[src/rtl/hazard_pkg.sv]
// Shared types for the hazard/forwarding controller.
//   fwd_sel_t    : EX-stage ALU operand source select
//   wait_state_t : data-memory wait FSM states
//   fwd_sel()    : forwarding select for one EX source operand
package hazard_pkg;

  typedef enum logic [1:0] {
    FWD_RF  = 2'b00,
    FWD_WB  = 2'b01,
    FWD_MEM = 2'b10
  } fwd_sel_t;

  typedef enum logic {
    IDLE = 1'b0,
    WAIT = 1'b1
  } wait_state_t;

  // MEM wins over WB; x0 never forwards.
  function automatic fwd_sel_t fwd_sel(
    input logic       reg_write_m,
    input logic [4:0] rd_m,
    input logic       reg_write_w,
    input logic [4:0] rd_w,
    input logic [4:0] rs_e
  );
    if (reg_write_m && (rd_m != 5'd0) && (rd_m == rs_e))
      return FWD_MEM;
    else if (reg_write_w && (rd_w != 5'd0) && (rd_w == rs_e))
      return FWD_WB;
    else
      return FWD_RF;
  endfunction

endpackage

[src/rtl/hazard_perf_cnt.sv]
// Free-running performance counter with enable, wraps modulo 2^CNT_W.
//   clk : clock (posedge)
//   rst : asynchronous active-high reset, clears cnt
//   en  : count this cycle
//   cnt : current count
module hazard_perf_cnt #(
  parameter int CNT_W = 32
) (
  input  logic             clk,
  input  logic             rst,
  input  logic             en,
  output logic [CNT_W-1:0] cnt
);

  always_ff @(posedge clk or posedge rst) begin
    if (rst)
      cnt <= '0;
    else if (en)
      cnt <= cnt + 1'b1;
  end

endmodule

[src/rtl/hazard_ctrl_unit.sv]
// Hazard/forwarding controller for a 5-stage pipeline.
// Inputs : ID/EX source regs, EX dest + load/redirect flags, MEM/WB dest + write
//          enables, MEM data-memory request and dmem_ready.
// Outputs: StallF/D/E/M, FlushD/E/W (combinational, sampled by pipeline regs on
//          negedge), ForwardAE/BE, stall_cnt/flush_cnt perf counters, sticky
//          mem_timeout_err.
// clk posedge updates the wait FSM and counters; rst is async active-high.
module hazard_ctrl_unit
  import hazard_pkg::*;
#(
  parameter int MEM_TIMEOUT = 16,
  parameter int CNT_W       = 32
) (
  input  logic             clk,
  input  logic             rst,
  input  logic [4:0]       rs1_addrD,
  input  logic [4:0]       rs2_addrD,
  input  logic [4:0]       rs1_addrE,
  input  logic [4:0]       rs2_addrE,
  input  logic [4:0]       rdE,
  input  logic             MemReadE,
  input  logic             PCSrcE,
  input  logic [4:0]       rdM,
  input  logic             RegWriteM,
  input  logic             MemReqM,
  input  logic             dmem_ready,
  input  logic [4:0]       rdW,
  input  logic             RegWriteW,
  output logic             StallF,
  output logic             StallD,
  output logic             StallE,
  output logic             StallM,
  output logic             FlushD,
  output logic             FlushE,
  output logic             FlushW,
  output logic [1:0]       ForwardAE,
  output logic [1:0]       ForwardBE,
  output logic [CNT_W-1:0] stall_cnt,
  output logic [CNT_W-1:0] flush_cnt,
  output logic             mem_timeout_err
);

  localparam int                WCW = $clog2(MEM_TIMEOUT + 1);
  localparam logic [WCW-1:0] TMO = WCW'(MEM_TIMEOUT);
  localparam logic [WCW-1:0] ONE = WCW'(1);

  logic lu;
  logic ms;

  wait_state_t       state, state_nx;
  logic [WCW-1:0]    wait_cnt, wait_cnt_nx;
  logic              err_set;

  assign lu = MemReadE && (rdE != 5'd0) && ((rdE == rs1_addrD) || (rdE == rs2_addrD));
  assign ms = MemReqM && !dmem_ready;

  assign ForwardAE = fwd_sel(RegWriteM, rdM, RegWriteW, rdW, rs1_addrE);
  assign ForwardBE = fwd_sel(RegWriteM, rdM, RegWriteW, rdW, rs2_addrE);

  // Memory wait freezes the whole pipe and masks redirect/load-use; a pending
  // PCSrcE stays in EX and is acted on once the wait clears.
  always_comb begin
    StallF = 1'b0;
    StallD = 1'b0;
    StallE = 1'b0;
    StallM = 1'b0;
    FlushD = 1'b0;
    FlushE = 1'b0;
    FlushW = 1'b0;
    if (ms) begin
      StallF = 1'b1;
      StallD = 1'b1;
      StallE = 1'b1;
      StallM = 1'b1;
      FlushW = 1'b1;
    end else if (PCSrcE) begin
      FlushD = 1'b1;
      FlushE = 1'b1;
    end else if (lu) begin
      StallF = 1'b1;
      StallD = 1'b1;
      FlushE = 1'b1;
    end
  end

  always_comb begin
    state_nx    = state;
    wait_cnt_nx = wait_cnt;
    err_set     = 1'b0;
    unique case (state)
      IDLE: begin
        if (ms) begin
          state_nx    = WAIT;
          wait_cnt_nx = ONE;
        end
      end
      WAIT: begin
        if (ms) begin
          if (wait_cnt == TMO)
            err_set = 1'b1;
          else
            wait_cnt_nx = wait_cnt + ONE;
        end else begin
          state_nx    = IDLE;
          wait_cnt_nx = '0;
        end
      end
      default: begin
        state_nx    = IDLE;
        wait_cnt_nx = '0;
      end
    endcase
  end

  always_ff @(posedge clk or posedge rst) begin
    if (rst) begin
      state           <= IDLE;
      wait_cnt        <= '0;
      mem_timeout_err <= 1'b0;
    end else begin
      state    <= state_nx;
      wait_cnt <= wait_cnt_nx;
      if (err_set)
        mem_timeout_err <= 1'b1;
    end
  end

  hazard_perf_cnt #(.CNT_W(CNT_W)) u_stall_cnt (
    .clk (clk),
    .rst (rst),
    .en  (StallF),
    .cnt (stall_cnt)
  );

  hazard_perf_cnt #(.CNT_W(CNT_W)) u_flush_cnt (
    .clk (clk),
    .rst (rst),
    .en  (FlushE),
    .cnt (flush_cnt)
  );

endmodule

[config.mk]
export PLATFORM = sky130hd
export DESIGN_NAME = hazard_ctrl_unit
export DESIGN_NICKNAME = d
export VERILOG_FILES = /design/src/rtl/hazard_pkg.sv /design/src/rtl/hazard_perf_cnt.sv /design/src/rtl/hazard_ctrl_unit.sv
export SDC_FILE = /design/constraint.sdc
export NUM_CORES = 1
export LEC_CHECK = 0
export CORE_ASPECT_RATIO = 0.6
export CORE_MARGIN = 4
export CORE_UTILIZATION = 40
export DETAILED_ROUTE_END_ITERATION = 8
export PLACE_DENSITY = 0.7
export SLEW_MARGIN = 20
export SYNTH_ARGS = -nofsm -noshare
export SYNTH_HDL_FRONTEND = slang
export SYNTH_SLANG_ARGS = --single-unit
[constraint.sdc]
create_clock -name clk -period 2.3 [get_ports clk]
set_input_delay 0.345 -clock clk [delete_from_list [all_inputs] [get_ports clk]]
set_output_delay 0.345 -clock clk [all_outputs]
set_load 0.01 [all_outputs]
==> results.json, run 1 <==
{
  "cts_sinks": 71,
  "place.gp.congestion": 0.867,
  "pwr-share-comb": 0.235,
  "cp-end-kind": "primary output",
  "synth_cells": 363,
  "drc": 0,
  "worst_setup_path_start_kind": "primary input",
  "tightestPinTransition_ps": 532,
  "hold_path_class": "in -> async",
  "utilization": 0.630,
  "p_leak_nw": 2.61,
  "initial_core_util": 0.414,
  "root_buffer": "clkbuf_16",
  "max_cap_violations": 0,
  "fin_skew_ps": 5.06,
  "slew_viol_final": 0,
  "finalSetupViolCount": 0,
  "grt_usage": 0.202,
  "first_pass_iters": 5,
  "antenna_left": 0,
  "row_count": 27,
  "power.switching_w": 0.00118,
  "cts.clk_slew.worst_paths_ps": 60,
  "portBuffers": 118,
  "io_pins": 119,
  "multi_input_area_um2": 2050,
  "ys_seq_area_frac": 0.463,
  "wire_per_inst_um": 17.1,
  "antennaDiodeCount": 0,
  "antenna_found_initial": 0,
  "fmax_mhz": 446,
  "chipHeight_um": 83.9,
  "ys_warn_count": 0,
  "seqPwrFrac": 0.390,
  "hpwl_um": 8160,
  "num-nets-final": 566,
  "drive_gt1_frac": 0.200,
  "powerDensity_nw_per_um2": 704,
  "fillCellCount": 789,
  "synth.avg_cell_area_um2": 10.6,
  "drt-initial-drc-count": 246,
  "dieArea_um2": 11300,
  "rr_worst_depth": 7,
  "reg2reg_to": "u_stall_cnt.cnt[27]",
  "vias_per_cell": 5.11,
  "final_cell_count_no_fill": 654,
  "cpLargestDelayFamily": "simple AND/OR/NAND/NOR gates",
  "ir_drop_v": 0.000375,
  "whs_ps": 259,
  "grt_max_degree": 36,
  "pwr-share-clk": 0.375,
  "final_cell_mix": "clkdlybuf4s50_1 (97), dfrtp_1 (71), xor2_1 (67)",
  "max_stage_delay_ps": 510,
  "route.vias.total": 3344,
  "crit_chain": "dlygate4sd2_1, or4_4, o21ai_2, buf_4, nor4_4, nor4_2, buf_2",
  "crit_path_max_fanout": 2,
  "finalHoldViolations": 0,
  "final_common_cell": "clkdlybuf4s50_1",
  "clockBufferDepth": 2,
  "insertion_delay_ps": 330,
  "fin_ws_ps": 55.7,
  "die_w_um": 134,
  "area_growth_pct": 52.0,
  "coreArea_um2": 9260,
  "overflow": 0,
  "cp.arrival_ps": 1900,
  "p_int_w": 0.00292,
  "fin_crit_sh": 0.976,
  "cts_buffers": 9,
  "crit_type": "in -> out",
  "worst_path_max_delay_cell": "or4_4",
  "drt-total-wl_um": 11200,
  "preCtsSetupSlack_ps": -638,
  "grt_pass1_wl_um": 18100,
  "reg2reg_from": "u_stall_cnt.cnt[4]",
  "syn_area_um2": 3840,
  "first_global_vias": 3396,
  "path_buf_inv": 3,
  "switching_share": 0.288,
  "syn_nets": 410,
  "cp.required_ps": 1960,
  "outcome": "finished clean",
  "cts_tree": "done",
  "ys_types": 42,
  "fin_crit_ps": 2240,
  "reg2reg_slack_ps": 170,
  "ys_ff_latch": 71,
  "seqCellArea_um2": 1780,
  "slew_headroom": 0.644,
  "cts_hold_buf": 0,
  "place_inst": 634,
  "htree_levels": 3
}
## worst max-delay path by stage
stage	start	endpoint	slack, ps	depth (start not counted)
2_1_floorplan	rst	mem_timeout_err	160	1
3_3_place_gp	rdM[1]	ForwardAE[0]	-560	6
3_5_place_dp	rdM[1]	ForwardAE[0]	-640	6
4_1_cts	rdW[3]	ForwardAE[0]	-20	6
5_1_grt	rs2_addrD[3]	StallD	-1	7
6_report	rdM[2]	ForwardAE[0]	60	7
## metal layers
layer / global-route usage / vias up / routed length [um]
met1: 0.287 / 1639 / 5220
met2: 0.310 / 110 / 5240
met3: 0.0512 / 12 / 618
met4: 0.0444 / 0 / 108
met5: 0 / - / 0
li1: - / 1583 / -
## per-stage QoR
stage	TNS, ps	power, W	cell area [um^2]
after floorplan	0	0.00198	3840
after global placement	-10290	0.00252	5360
after detailed placement	-17840	0.00256	5360
after CTS	-24.0	0.00411	5760
after global routing	-1.16	0.00428	5830
final	0	0.00411	5830
## power groups by stage
stage	Combinational [W]	Clock [W]	Sequential, W
floorplan	0.000331	0	0.00165
global placement	0.000915	0	0.00161
detailed placement	0.000940	0	0.00162
CTS	0.000956	0.00156	0.00160
global route	0.00104	0.00161	0.00163
finish	0.000965	0.00154	0.00160
## layout make-up
type | count | share of cell area
Clock buffer | 11 | 0.0433
Clock inverter | 5 | 0.0137
Inverter | 10 | 0.00644
Multi-Input combinational cell | 268 | 0.352
Sequential cell | 71 | 0.305
Tap cell | 130 | 0.0279
Timing Repair Buffer | 159 | 0.252
## synth_stat cells
cell       n  area, um^2
a22o_1     1        8.76
nor4_2     7        87.6
xor2_1    67         587
o21ai_1    1        5.00
nor3_1    15        75.1
and3_1     7        43.8
nor4_4     1        21.3
or3_1      2        12.5
o31a_2     1        10.0
nand2b_1   2        12.5
nor3b_1    1        7.51
nand2_1   27         101
o21bai_1   1        7.51
nor4b_1   10        87.6
nor4_1    18         113
nand3_2    1        10.0
o21ba_2    1        10.0
buf_6      3        33.8
and4_1     3        26.3
nand4_2    3        37.5
nor2_4     1        11.3
or4_1      5        37.5
nand3b_1   1        7.51
o21ai_0    8        40.0
ha_1       4        50.1
and3_2     1        7.51
nand3_1   24         120
dfrtp_1   71        1780
a21oi_1    2        10.0
mux2_2     2        22.5
and2_1     1        6.26
buf_2      2        10.0
buf_4      5        37.5
nor2_2     1        6.26
nor2_1    14        52.6
clkbuf_1   4        15.0
or4_4      1        11.3
a22oi_1    1        7.51
nand4_1    6        37.5
xnor2_1   25         219
o31ai_1    2        15.0
inv_1     10        37.5
## sequential cells by signal, summed over array words and instances, names as in the netlist
| register | cells |
|---|---|
| state | 1 |
| u_flush_cnt.cnt | 32 |
| wait_cnt | 5 |
| u_stall_cnt.cnt | 32 |
| mem_timeout_err | 1 |
## logic make-up after synthesis
kind of cell	after synthesis	synth area share
muxes	2	0.00587
AOI/OAI and AO/OA	18	0.0297
buffers and inverters	24	0.0349
xor gates and xnor gates	92	0.210
DFF	71	0.463
adders and majority gates	4	0.0130
and+or+nand+nor	152	0.243
## timing repair
action | 4_1_cts | 5_1_grt
resized for setup | 55 | 16
pin swaps | 11 | 7
gates cloned | 0 | 0
buffers inserted | 3 | 1
setup endpoints to repair | 18 | 15
No activity file was read; power rests on OpenSTA's default activity.
==> run 2, diff against run 1 <==
Settings changed: CTS_CLUSTER_SIZE set to 28, GPL_ROUTABILITY_DRIVEN set to 0.
Clock period 2.3 ns to 2.6 ns, I/O delays scaled along.
==> results.json, run 2 (synthesized netlist as in run 1, its figures left out) <==
{
  "wire_per_inst_um": 16.3,
  "reg2reg_slack_ps": 250,
  "whs_ps": 432,
  "first_global_vias": 3224,
  "tightestPinTransition_ps": 719,
  "utilization": 0.611,
  "coreArea_um2": 9260,
  "hold_path_class": "in -> async",
  "hpwl_um": 8020,
  "cpLargestDelayFamily": "buffers and inverters",
  "dieArea_um2": 11300,
  "first_pass_iters": 4,
  "crit_path_max_fanout": 3,
  "cts.clk_slew.worst_paths_ps": 60,
  "drive_gt1_frac": 0.150,
  "drt-initial-drc-count": 143,
  "worst_setup_path_start_kind": "primary input",
  "grt_usage": 0.190,
  "fin_crit_ps": 2560,
  "die_w_um": 134,
  "num-nets-final": 555,
  "io_pins": 119,
  "portBuffers": 118,
  "chipHeight_um": 83.9,
  "placed_area_um2": 5310,
  "rr_worst_depth": 6,
  "slew_viol_final": 0,
  "cp-end-kind": "primary output",
  "grt_pass1_wl_um": 17000,
  "crit_chain": "clkdlybuf4s50_1, or4_4, o21ai_4, o31a_2, inv_2, dlygate4sd2_1",
  "reg2reg_from": "u_stall_cnt.cnt[4]",
  "route.vias.total": 3221,
  "area_growth_pct": 47.5,
  "antenna_left": 0,
  "cp.required_ps": 2210,
  "reg2reg_to": "u_stall_cnt.cnt[30]",
  "ir_drop_v": 0.000313,
  "p_leak_nw": 2.51,
  "overflow": 0,
  "cts_sinks": 71,
  "drc": 0,
  "slew_headroom": 0.521,
  "insertion_delay_ps": 330,
  "worst_path_max_delay_cell": "or4_4",
  "antennaDiodeCount": 0,
  "fmax_mhz": 391,
  "cp.arrival_ps": 2170,
  "powerDensity_nw_per_um2": 606,
  "fin_crit_sh": 0.984,
  "fin_skew_ps": 7.93,
  "vias_per_cell": 5.01,
  "clockBufferDepth": 2,
  "drt-total-wl_um": 10500,
  "final_common_cell": "clkdlybuf4s50_1",
  "crit_type": "in -> out",
  "max_stage_delay_ps": 580,
  "outcome": "finished clean",
  "cts_tree": "done",
  "path_buf_inv": 3,
  "initial_core_util": 0.414,
  "finalSetupViolCount": 0,
  "final_cell_mix": "clkdlybuf4s50_1 (110), dfrtp_1 (71), xor2_1 (67)",
  "cts_buffers": 9,
  "grt_max_degree": 30,
  "htree_levels": 3,
  "timing.setup.tns_ps": 0,
  "antenna_found_initial": 0,
  "finalInstanceArea_um2": 5660,
  "max_cap_violations": 0,
  "row_count": 27,
  "reg_top3": "u_flush_cnt.cnt: 32 flops, u_stall_cnt.cnt: 32 flops, wait_cnt: 5 flops",
  "root_buffer": "clkbuf_16",
  "finalHoldViolations": 0
}
-- run 2: changes by cell type in the layout (fill, tap and decap cells not counted), sizes merged, moves of 2 or more --
cell,before,now
dlygate4sd2,9,5
dlymetal6s2s,4,1
buf,46,32
clkdlybuf4s50,97,110
bufinv,2,0
-- run 2: metrics by stage --
step	power [W]	setup WS (ps)	cells
after floorplan	0.00175	413	363
after global placement	0.00223	-349	626
after detailed placement	0.00225	-457	626
after CTS	0.00345	-30.3	642
after global routing	0.00358	-15.8	643
final	0.00343	41.6	643
-- run 2: layer usage --
layer  vias up  share of wire  track usage
li1       1570              -            -
met4         0          0.011       0.0462
met2        70           0.45        0.279
met1      1571           0.49        0.276
met3        10          0.045       0.0530
met5         -              0            0
-- run 2: worst max-delay path by stage --
stage | slack (ps) | start | to | cells past startpoint
5_1_grt | -20 | rdM[1] | ForwardAE[0] | 7
4_1_cts | -30 | rdM[2] | ForwardBE[0] | 6
3_5_place_dp | -460 | rdM[2] | ForwardBE[0] | 6
6_report | 40 | rdE[1] | StallD | 6
2_1_floorplan | 410 | rst | mem_timeout_err | 1
3_3_place_gp | -350 | rdM[1] | ForwardBE[0] | 6
-- run 2: worst reg2reg max path, cell delays in order, from the launching register on --
cell     delay [ps]
dfrtp_1         430
nand3_2         130
nor2_2          140
nand4_2         200
or3_1           700
nor4_1          470
xor2_1          200
-- run 2: layout make-up --
cell class	count	area, um^2
fillers	792	3600
multi-input cells	268	1980
flip-flops and latches	71	1780
repair buffers	148	1410
clock buffers	12	267
well taps	130	163
inverters	10	37.5
clock inverters	4	28.8
-- run 2: timing repair --
action,4_1_cts,5_1_grt
buffers inserted,0,1
gates resized for setup,19,9
setup endpoints to repair,7,4
hold buffers,0,0
pin swaps,1,3
-- run 2: where the power goes --
group,switching (W),internal [W]
clock network,0.000461,0.000723
registers,0.000194,0.00123
logic,0.000366,0.000454
==> run 3, diff against run 2 <==
Settings changed: PLACE_DENSITY 0.7 to 0.71.
==> results.json, run 3 (synthesized netlist as in run 1, its figures left out) <==
{
  "outcome": "finished clean",
  "fin_ws_ps": 50.4,
  "wire_per_inst_um": 16.2,
  "fin_crit_ps": 2550,
  "drc": 0,
  "portBuffers": 118,
  "cts_buffers": 9,
  "initial_core_util": 0.414,
  "clockBufferDepth": 2,
  "cp.arrival_ps": 2160,
  "final_cell_mix": "clkdlybuf4s50_1 (108), dfrtp_1 (71), xor2_1 (67)",
  "finalInstanceArea_um2": 5640,
  "drt-total-wl_um": 10400,
  "num-nets-final": 552,
  "route.vias.total": 3272,
  "first_global_vias": 3169,
  "tightestPinTransition_ps": 751,
  "grt_usage": 0.189,
  "io_pins": 119,
  "rsz0062_at_grt": "false",
  "fin_crit_sh": 0.981,
  "p_leak_nw": 2.52,
  "insertion_delay_ps": 330,
  "first_pass_iters": 4,
  "cts_tree": "done",
  "final_common_cell": "clkdlybuf4s50_1",
  "dieArea_um2": 11300,
  "hpwl_um": 7830,
  "slew_headroom": 0.498,
  "drt-initial-drc-count": 252,
  "cts.clk_slew.worst_paths_ps": 60,
  "overflow": 0,
  "fillCellCount": 792,
  "grt_max_degree": 53,
  "chipHeight_um": 83.9,
  "cp-end-kind": "primary output",
  "final_cell_count_no_fill": 639,
  "cp.required_ps": 2210,
  "finalHoldViolations": 0,
  "vias_per_cell": 5.12,
  "drive_gt1_frac": 0.143,
  "max_cap_violations": 0,
  "fin_skew_ps": 8.40,
  "htree_levels": 3,
  "antenna_left": 0,
  "area_growth_pct": 47.0,
  "cts_sinks": 71,
  "antenna_found_initial": 0,
  "crit_path_max_fanout": 2,
  "finalSetupViolCount": 0,
  "slew_viol_final": 0,
  "coreArea_um2": 9260,
  "worst_setup_path_start_kind": "primary input",
  "hold_path_class": "in -> async",
  "cts_hold_buf": 0,
  "row_count": 27,
  "preCtsSetupSlack_ps": -389,
  "placed_area_um2": 5290,
  "root_buffer": "clkbuf_16",
  "ir_drop_v": 0.000378,
  "crit_type": "in -> out",
  "power.total_w": 0.00353,
  "place_inst": 623,
  "fmax_mhz": 392,
  "reg_top3": "u_flush_cnt.cnt: 32 flops, u_stall_cnt.cnt: 32 flops, wait_cnt: 5 flops",
  "die_w_um": 134,
  "grt_pass1_wl_um": 17000,
  "powerDensity_nw_per_um2": 626,
  "antennaDiodeCount": 0
}
run 3: final timing paths:
path | start | depth (start not counted) | endpoint | slack [ps]
worst max-delay path | rdM[2] | 7 | ForwardAE[1] | 50
worst min-delay path | rst | 2 | u_flush_cnt.cnt[3] | 380
worst max register to register | u_stall_cnt.cnt[5] | 6 | u_stall_cnt.cnt[21] | 230
worst min register to register | u_stall_cnt.cnt[31] | 1 | u_stall_cnt.cnt[31] | 470
max in group asynchronous | rst | 3 | u_flush_cnt.cnt[12] | 1590
min in group clk | u_stall_cnt.cnt[31] | 1 | u_stall_cnt.cnt[31] | 470
run 3: power breakdown:
part / switching, W / internal (W) / total [W]
registers: 0.000185 / 0.00123 / 0.00142
logic: 0.000364 / 0.000451 / 0.000815
clock network: 0.000467 / 0.000832 / 0.00130
total: 0.00102 / 0.00252 / 0.00353
run 3: area by class of cell:
cell class	count	area (um^2)	area share
clock buffers	9	225	0.0399
repair buffers	145	1390	0.246
clock inverters	6	86.3	0.0153
inverters	10	37.5	0.00666
flip-flops and latches	71	1780	0.315
multi-input cells	268	1960	0.348
well taps	130	163	0.0288
run 3: metal layers:
layer,wire (um),share of wire,track usage
met1,4990,0.48,0.269
met5,0,0,0
met3,607,0.059,0.0584
met4,150,0.014,0.0601
met2,4620,0.45,0.276
run 3: through the flow:
step,setup TNS [ps],hold WS [ps],util
6_report,0,383,0.609
5_1_grt,0,411,0.609
4_1_cts,0,378,0.606
3_5_place_dp,-2060,461,0.572
3_3_place_gp,-1260,460,0.572
2_1_floorplan,0,446,-
run 3: timing repair:
item                       4_1_cts  5_1_grt
setup endpoints to repair        7        4
gates cloned                     0        0
pin swaps                        2        3
gates resized for setup         12       13
buffers inserted                 0        1
run 3: worst max-delay path, cell delays in order:
cell,delay (ps)
clkdlybuf4s50_1,450
or4_4,540
o21ai_4,190
buf_4,130
nor4_2,40
buf_4,130
dlygate4sd2_1,270
